## src/rtl/fft_pkg.sv

```systemverilog
// Shared FFT-chain definitions: default frame geometry and the frame-collector write FSM states.
package fft_pkg;

    localparam int default_buffer_size = 32;
    localparam int default_sample_size = 32;
    localparam int default_index_width = 16;

    typedef enum logic {
        FILL = 1'b0,
        WAIT = 1'b1
    } frame_wr_state_t;

endpackage

```

## src/rtl/fft_frame_buffer_if.sv

```systemverilog
// Sample-in / frame-out bus of fft_frame_buffer; master is the producer+consumer side, slave is the block.
interface fft_frame_buffer_if
    import fft_pkg::*;
#(
    parameter int buffer_size = default_buffer_size,
    parameter int sample_size = default_sample_size,
    parameter int index_width = default_index_width
);
    logic signed [sample_size-1:0]             sample_in;
    logic                                      sample_valid;
    logic                                      sample_ready;
    logic signed [buffer_size*sample_size-1:0] frame_out;
    logic                                      frame_valid;
    logic                                      frame_ack;
    logic [index_width-1:0]                    frame_index;

    modport master (
        output sample_in, sample_valid, frame_ack,
        input  sample_ready, frame_out, frame_valid, frame_index
    );

    modport slave (
        input  sample_in, sample_valid, frame_ack,
        output sample_ready, frame_out, frame_valid, frame_index
    );
endinterface

```

## src/rtl/frame_bank.sv

```systemverilog
// One buffer_size x sample_size register bank: indexed sample write, lower-half bulk load, packed read.
module frame_bank
    import fft_pkg::*;
#(
    parameter int buffer_size = default_buffer_size,
    parameter int sample_size = default_sample_size
) (
    input  logic                                         clk,
    input  logic                                         rst_n,
    input  logic                                         we,
    input  logic [$clog2(buffer_size)-1:0]               waddr,
    input  logic [sample_size-1:0]                       wdata,
    input  logic                                         ld,
    input  logic [buffer_size/2-1:0][sample_size-1:0]    ld_data,
    output logic [buffer_size-1:0][sample_size-1:0]      data
);
    logic [buffer_size-1:0][sample_size-1:0] mem;

    always_ff @(posedge clk or negedge rst_n) begin
        if (!rst_n) begin
            mem <= '0;
        end else begin
            if (ld) mem[buffer_size/2-1:0] <= ld_data;
            if (we) mem[waddr] <= wdata;
        end
    end

    assign data = mem;
endmodule

```

## src/rtl/fft_frame_buffer.sv

```systemverilog
// Streaming-to-frame ping-pong collector feeding the FFT core; define FFT_FRAME_OVERLAP_EN for 50% frame overlap.
module fft_frame_buffer
    import fft_pkg::*;
#(
    parameter int buffer_size = default_buffer_size,
    parameter int sample_size = default_sample_size,
    parameter int index_width = default_index_width
) (
    input  logic               clk,
    input  logic               rst_n,
    fft_frame_buffer_if.slave  bus
);
    localparam int ptr_w = $clog2(buffer_size);
    localparam logic [ptr_w-1:0] last_ptr = ptr_w'(buffer_size - 1);
`ifdef FFT_FRAME_OVERLAP_EN
    localparam logic             overlap   = 1'b1;
    localparam logic [ptr_w-1:0] start_ptr = ptr_w'(buffer_size / 2);
`else
    localparam logic             overlap   = 1'b0;
    localparam logic [ptr_w-1:0] start_ptr = '0;
`endif

    frame_wr_state_t        state, state_nxt;
    logic [ptr_w-1:0]       wptr, wptr_nxt;
    logic                   wsel;
    logic                   swap, accept, rd_free;
    logic                   ready_q, ready_nxt;
    logic                   fvalid_q, fvalid_nxt;
    logic [index_width-1:0] index_q;

    logic [1:0][buffer_size-1:0][sample_size-1:0] bank_q;
    logic [buffer_size-1:0][sample_size-1:0]      wfull;

    assign accept  = bus.sample_valid && ready_q;
    assign rd_free = !fvalid_q || bus.frame_ack;

    // Completed write-bank image including a sample landing this edge; feeds the overlap copy.
    always_comb begin
        wfull = bank_q[wsel];
        if (accept) wfull[wptr] = bus.sample_in;
    end

    for (genvar b = 0; b < 2; b++) begin : g_bank
        frame_bank #(
            .buffer_size (buffer_size),
            .sample_size (sample_size)
        ) u_bank (
            .clk     (clk),
            .rst_n   (rst_n),
            .we      (accept && (wsel == 1'(b))),
            .waddr   (wptr),
            .wdata   (bus.sample_in),
            .ld      (overlap && swap && (wsel != 1'(b))),
            .ld_data (wfull[buffer_size-1:buffer_size/2]),
            .data    (bank_q[b])
        );
    end

    always_comb begin
        state_nxt  = state;
        wptr_nxt   = wptr;
        swap       = 1'b0;
        fvalid_nxt = fvalid_q;
        case (state)
            FILL: begin
                if (accept) begin
                    if (wptr == last_ptr) begin
                        if (rd_free) begin
                            swap     = 1'b1;
                            wptr_nxt = start_ptr;
                        end else begin
                            state_nxt = WAIT;
                        end
                    end else begin
                        wptr_nxt = wptr + 1'b1;
                    end
                end
            end
            WAIT: begin
                // frame_valid is always high here, so any ack frees the read bank
                if (bus.frame_ack) begin
                    swap      = 1'b1;
                    state_nxt = FILL;
                    wptr_nxt  = start_ptr;
                end
            end
            default: state_nxt = FILL;
        endcase
        if (swap)                         fvalid_nxt = 1'b1;
        else if (fvalid_q && bus.frame_ack) fvalid_nxt = 1'b0;
        ready_nxt = (state_nxt == FILL);
    end

    always_ff @(posedge clk or negedge rst_n) begin
        if (!rst_n) begin
            state    <= FILL;
            wptr     <= '0;
            wsel     <= 1'b0;
            ready_q  <= 1'b0;
            fvalid_q <= 1'b0;
            index_q  <= '1;
        end else begin
            state    <= state_nxt;
            wptr     <= wptr_nxt;
            ready_q  <= ready_nxt;
            fvalid_q <= fvalid_nxt;
            if (swap) begin
                wsel    <= ~wsel;
                index_q <= index_q + 1'b1;
            end
        end
    end

    assign bus.sample_ready = ready_q;
    assign bus.frame_valid  = fvalid_q;
    assign bus.frame_index  = index_q;
    assign bus.frame_out    = wsel ? bank_q[0] : bank_q[1];
endmodule

```

## src/flat_wrapper.sv

```systemverilog
// flat-port wrapper written by rule: the top's interface ports become plain ports
module fft_frame_buffer_flat import fft_pkg::*;
#(
    parameter int buffer_size = default_buffer_size,
    parameter int sample_size = default_sample_size,
    parameter int index_width = default_index_width
)
  (clk, rst_n, bus_sample_in, bus_sample_valid, bus_frame_ack, bus_sample_ready, bus_frame_out, bus_frame_valid, bus_frame_index);
  fft_frame_buffer_if #(.buffer_size(buffer_size), .sample_size(sample_size), .index_width(index_width)) bus_i ();
  input  logic clk;
  input  logic rst_n;
  input wire logic [$bits(bus_i.sample_in)-1:0] bus_sample_in;
  input wire logic [$bits(bus_i.sample_valid)-1:0] bus_sample_valid;
  input wire logic [$bits(bus_i.frame_ack)-1:0] bus_frame_ack;
  output wire logic [$bits(bus_i.sample_ready)-1:0] bus_sample_ready;
  output wire logic [$bits(bus_i.frame_out)-1:0] bus_frame_out;
  output wire logic [$bits(bus_i.frame_valid)-1:0] bus_frame_valid;
  output wire logic [$bits(bus_i.frame_index)-1:0] bus_frame_index;
  assign bus_i.sample_in = bus_sample_in;
  assign bus_i.sample_valid = bus_sample_valid;
  assign bus_i.frame_ack = bus_frame_ack;
  assign bus_sample_ready = bus_i.sample_ready;
  assign bus_frame_out = bus_i.frame_out;
  assign bus_frame_valid = bus_i.frame_valid;
  assign bus_frame_index = bus_i.frame_index;
  fft_frame_buffer #(.buffer_size(buffer_size), .sample_size(sample_size), .index_width(index_width)) u_core (.clk(clk), .rst_n(rst_n), .bus(bus_i));
endmodule
```

## config.mk

```make
export PLATFORM = sky130hd
export DESIGN_NAME = fft_frame_buffer_flat
export DESIGN_NICKNAME = d
export VERILOG_FILES = /design/src/rtl/fft_pkg.sv /design/src/rtl/fft_frame_buffer_if.sv /design/src/rtl/frame_bank.sv /design/src/rtl/fft_frame_buffer.sv /design/src/flat_wrapper.sv
export SDC_FILE = /design/constraint.sdc
export NUM_CORES = 2
export LEC_CHECK = 0
export BUFFER_PORTS_ARGS = -buffer_cell sky130_fd_sc_hd__buf_2
export CAP_MARGIN = 0
export CORE_ASPECT_RATIO = 0.9
export CORE_MARGIN = 1.5
export CORE_UTILIZATION = 35
export DETAILED_ROUTE_END_ITERATION = 16
export PLACE_DENSITY = 0.65
export RECOVER_POWER = 50
export SKIP_LAST_GASP = 1
export SLEW_MARGIN = 20
export SYNTH_ARGS = -nofsm -noshare
export SYNTH_HDL_FRONTEND = slang
export SYNTH_SLANG_ARGS = --single-unit
```

## constraint.sdc

```tcl
create_clock -name clk -period 6.7 [get_ports clk]
set_input_delay 1.005 -clock clk [delete_from_list [all_inputs] [get_ports clk]]
set_output_delay 1.005 -clock clk [all_outputs]
set_load 0.005 [all_outputs]
```

==> Yosys cells after proc, flatten, opt, wreduce, memory -nomap -nowiden <==
Cells that the tools add are included.
{ "classes": {"reduce_logical": 9, "add_sub_neg": 2, "eq_ne": 4, "n_bitwise": 3, "magnitude_cmp": 2, "mux": 22} }
{ "ops": {"columns": ["cell", "count"], "rows": [
  ["bitwise mux 1024 bit", 2],
  ["two-way mux 1024 bit", 1],
  ["demux 32 bit (select 5 bit)", 1],
  ["two-way mux 32 bit", 1],
  ["two-way mux 5 bit", 4],
  ["adder 16 x 1 -> 16 bit (second input constant)", 1],
  ["two-way mux 1 bit", 10],
  ["one-hot mux 5 bit (2 select lines)", 1],
  ["< comparator 5 x 6 -> 1 bit (second input constant)", 1],
  ["adder 5 x 1 -> 5 bit (second input constant)", 1],
  ["== test 5 bit (second input constant)", 1],
  [">= comparator 5 x 1 -> 1 bit (second input constant)", 1],
  ["logical AND 1 bit", 5],
  ["one-hot mux 1 bit (2 select lines)", 2],
  ["inequality test 3 x 2 -> 1 bit (second input constant)", 1],
  ["NOT 1 bit", 3],
  ["AND reduction 3 bit", 1],
  ["inequality test 2 x 1 -> 1 bit (second input constant)", 1],
  ["inequality test 2 bit (second input constant)", 1],
  ["nonzero test 2 bit", 1],
  ["logical NOT 1 bit", 1],
  ["logical OR 1 bit", 1]
]} }
{ "totals": {"word_cells": 112, "output_inout_bits": 1042, "inputBits": 36, "ff_bits": 2073} }

==> Longest topological paths before layout <==
{ "logic_depth": {"word_depth": 7, "mapped_depth": 8, "ltp_nobuf": 7} }

==> By module <==
From an unflattened synthesis, not the netlist that was laid out.
{ "unflattened": {"cells_unflattened": 8756, "hier_area_um2": 113292.4} }
{ "modules_own_cells": {"columns": ["module", "seq_area_each_um2", "area_per_inst_um2", "cells_per_inst", "instances"], "rows": [
  ["frame_bank (u_core.g_bank[0].u_bank)", 25624.6, 44285.0, 2860, 1],
  ["frame_bank (u_core.g_bank[1].u_bank)", 25624.6, 44277.5, 2860, 1],
  ["fft_frame_buffer", 645.6, 24730.0, 3036, 1]
]} }

==> Worst setup path before layout <==
OpenSTA, ideal clock, no wires.
{ "synth_timing": {"path_type": "flip-flop to output port", "start": "register u_core.wsel", "end": "output bus_frame_out[37]", "path_buffers": 4, "path_stages_with_launch": 6, "arrival_time_ns": 1.737, "setup_slack_ns": 3.958, "path_cell_list": "dfrtp_1 buf_2 clkbuf_1 clkbuf_1 buf_2 mux2_2"} }
{ "synth_between": {"elab_chain_cells": 1} }
{ "synth_lines": {"columns": ["element", "line", "rtl"], "rows": [
  ["start, declared", "fft_frame_buffer.sv:25", "logic wsel;"],
  ["start signal, assigned", "fft_frame_buffer.sv:108", "wsel <= ~wsel;"],
  ["two-way mux 1024 bit", "fft_frame_buffer.sv:117", "assign bus.frame_out = wsel ? bank_q[0] : bank_q[1];"],
  ["end, declared", "flat_wrapper.sv:16", "output wire logic [$bits(bus_i.frame_out)-1:0] bus_frame_out;"]
]} }
Every way passes these cells.

==> key figures <==
Outcome
  • Failing checks: capacitance limit, slew limit
  • Status: finished with violations

Placed design
  • Gpl congestion: 0.818
  • Pre-CTS setup slack: about 2600 ps
  • Port Buffer Count: about 1100
  • DP HPWL: 194000 µm

Timing
  • Max_slew headroom: -182%
  • Worst hold slack: 440 ps
  • Max-slew violation count: 950
  • Crit path time final: ~5200 ps
  • Clk_skew: 53.9 ps
  • Worst Tran Pin Value: 4230 ps
  • Final Hold Fails: 0
  • Setup TNS: 0 ps
  • Worst setup margin: approximately 1500 ps
  • Final setup fails: 0
  • Tcrit/Tclk final: 77.4%
  • RSZ-0062 raised after global routing: no
  • F_max: 0.193 GHz

Die
  • Initial core utilization: about a third
  • Total core area: 255000 µm²
  • Die width: 537 µm
  • Row cnt: about 180
  • I/O pins: roughly 1100
  • Chip height: 484 µm
  • Die area: around 260000 µm²

Synth
  • Cells after Synth: between 5000 and 6000
  • Synth Cell Area: 89800 µm²
  • Post-synth EDFFs: 0
  • FF+latch count, synth: 2073
  • Asr flop ratio synth: 100%
  • Syn Area/Cell: 15.3 µm²
  • Synth warnings: 0
  • Synth unique cells: 43
  • Mapped Nets: a little under 6000
  • Ys flop type: dfrtp_1
  • Register area share after synthesis: 57.8%

Finish
  • Layout cells sized above 1: 66.4%
  • Most frequent cells in the layout: 3006 x mux2_2, 2056 x dfrtp_1, 1048 x buf_2
  • # fillers: about 23000
  • Footprint of the multi-input gates: 35900 µm²
  • Fin util: just over 40%
  • Final #Nets: 6802
  • Register area: 51900 µm²
  • Most common cell after layout, fill and taps aside: mux2_2
  • Synthesis-to-layout area growth: 18.1%

Clock network
  • Root buffer cell: clkbuf_16
  • CTS Sinks: 2073
  • Clock slew at reported path FFs: around 60 ps
  • CTS tree: built
  • Total number of H-tree levels: 4
  • TritonCTS buffer count: 218
  • Worst skew pair latency: between 800 and 900 ps
  • Hold-fix buffers, CTS: 0
  • Cts repair resizes: 0
  • Clock Path Buffers: 4
  • Total setup buffers inserted after CTS: 0

Global routing
  • Largest net degree at the start of global routing: 191
  • Total grt overflow: 0
  • Antenna violations before repair: 32
  • First-pass GRT wire length: 428000 µm
  • Vias in the first global route: approximately 57000
  • GRT Util Overall: 22.8%

Worst setup path
  • Internal reg-to-reg setup slack: roughly 1900 ps
  • CP max stage delay: 2800 ps
  • Critical Path RT: 7310 ps
  • FF-to-FF Start: u_core.wsel$_DFFE_PN0P_
  • Startpoint Class: input port
  • Crit-path max FO: 92
  • Critical path class: in2async
  • Critical path endpoint category: asynchronous set/reset pin
  • Crit path DAT: 5800 ps
  • Worst-case reg-to-reg path depth: 5
  • Worst-path cell chain: clkbuf_1 -> buf_16 -> clkbuf_2
  • RR Endpoint: u_core.g_bank[0].u_bank.data[1010]$_DFFE_PN0P_
  • Critical-path top delay cell: clkbuf_1

Route
  • Pre-antenna DRT Iters: 5
  • Starting DRT DRC Count: 3103
  • Post-Route WL: between 300000 and 400000 µm
  • Final routed DRC violation total: 0
  • Via density: between 5 and 6
  • Drt wl/cell: 29.3 µm
  • Final ANT Viol Nets: 0
  • Vias: roughly 54000

Pwr
  • Post-layout total power: 0.0436 W
  • Power Dens Cells: 411 nW/µm²
  • Leakage power: 53.7 nW
  • VDD IR max: 0.306 mV

Min path
  • Hold endpoint: u_core.bus.frame_valid$_DFFE_PN0P_
  • Type of the tightest min-delay check: in2reg
  • WHS Path Cells: 2
  • Hold_sp: bus_frame_ack

Job
  • Max-Cap Viols: 27
registers in the layout, indices dropped and copies added (netlist names):
signal	cells
u_core.g_bank.u_bank.data	2048
u_core.bus.frame_valid	1
u_core.state	1
u_core.wsel	1
u_core.bus.frame_index	16
u_core.wptr	5
u_core.bus.sample_ready	1
area by class of cell:
cell class / count / share of cell area, %
Antenna cell: 18 / 0.0425
Clock buffer: 310 / 5.95
Clock inverter: 88 / 0.933
Inverter: 6 / 0.0212
Multi-Input combinational cell: 3236 / 33.8
Sequential cell: 2073 / 48.9
Tap cell: 3382 / 3.99
Timing Repair Buffer: 1224 / 6.29
worst max-delay path: cells and delay by family:
family                 cells  cell delay (ps)
buffers and inverters      3             4500
synthesized netlist by cell type (6+ instances only):
master    count  area share [%]
mux2_2     3007              38
dfrtp_1    2057              57
clkbuf_1    281             1.2
buf_2       223             1.2
mux2_1       66            0.83
nor2_1       55            0.23
buf_1        39            0.16
dfstp_2      16            0.47
nand3_1      16           0.089
nand2_1      14           0.059
xnor2_1      12            0.12
nand4_1       9           0.063
ha_1          7           0.098
nor2_2        7           0.049
inv_1         6           0.025
power by group:
group          leakage (nW)  total (W)  internal, W  switching (W)
Clock                  3.57     0.0124      0.00718        0.00520
Combinational          22.3     0.0130      0.00684        0.00618
Sequential             27.8     0.0182       0.0162        0.00201
logic make-up after synthesis:
group / after synthesis / share of synthesized area (%)
fa+ha+maj: 7 / 0.0975
buf+inv: 549 / 2.61
simple gates: 131 / 0.733
compound gates: 9 / 0.0753
xor+xnor: 16 / 0.156
flops: 2073 / 57.8
mux: 3073 / 38.5
layer usage:
metal	wire length (µm)	global-route usage, %	vias to the layer above
li1	-	-	22576
met1	126000	29.4	28853
met2	138000	35.8	1689
met3	25700	6.74	447
met4	13300	9.34	2
met5	10	0	-
metrics by stage:
stage | instances | area, µm²
global route | 10321 | 106000
detailed placement | 9919 | 98900
global placement | 9916 | 98900
CTS | 10317 | 106000
floorplan | 5858 | 89800
finish | 10337 | 106000
worst max path at each step:
stage / startpoint / end / slack (ps) / depth (start not counted)
after global routing: rst_n / u_core.g_bank[0].u_bank.data[182]$_DFFE_PN0P_ / 890 / 3
after global placement: bus_sample_valid / u_core.g_bank[0].u_bank.data[65]$_DFFE_PN0P_ / 2610 / 5
final: rst_n / u_core.g_bank[1].u_bank.data[184]$_DFFE_PN0P_ / 1520 / 3
after floorplan: u_core.wsel$_DFFE_PN0P_ / bus_frame_out[37] / 3960 / 5
after CTS: u_core.wsel$_DFFE_PN0P_ / bus_frame_out[198] / 1730 / 4
after detailed placement: bus_sample_valid / u_core.g_bank[0].u_bank.data[78]$_DFFE_PN0P_ / 2570 / 5
No activity file was read; power rests on OpenSTA's default activity.
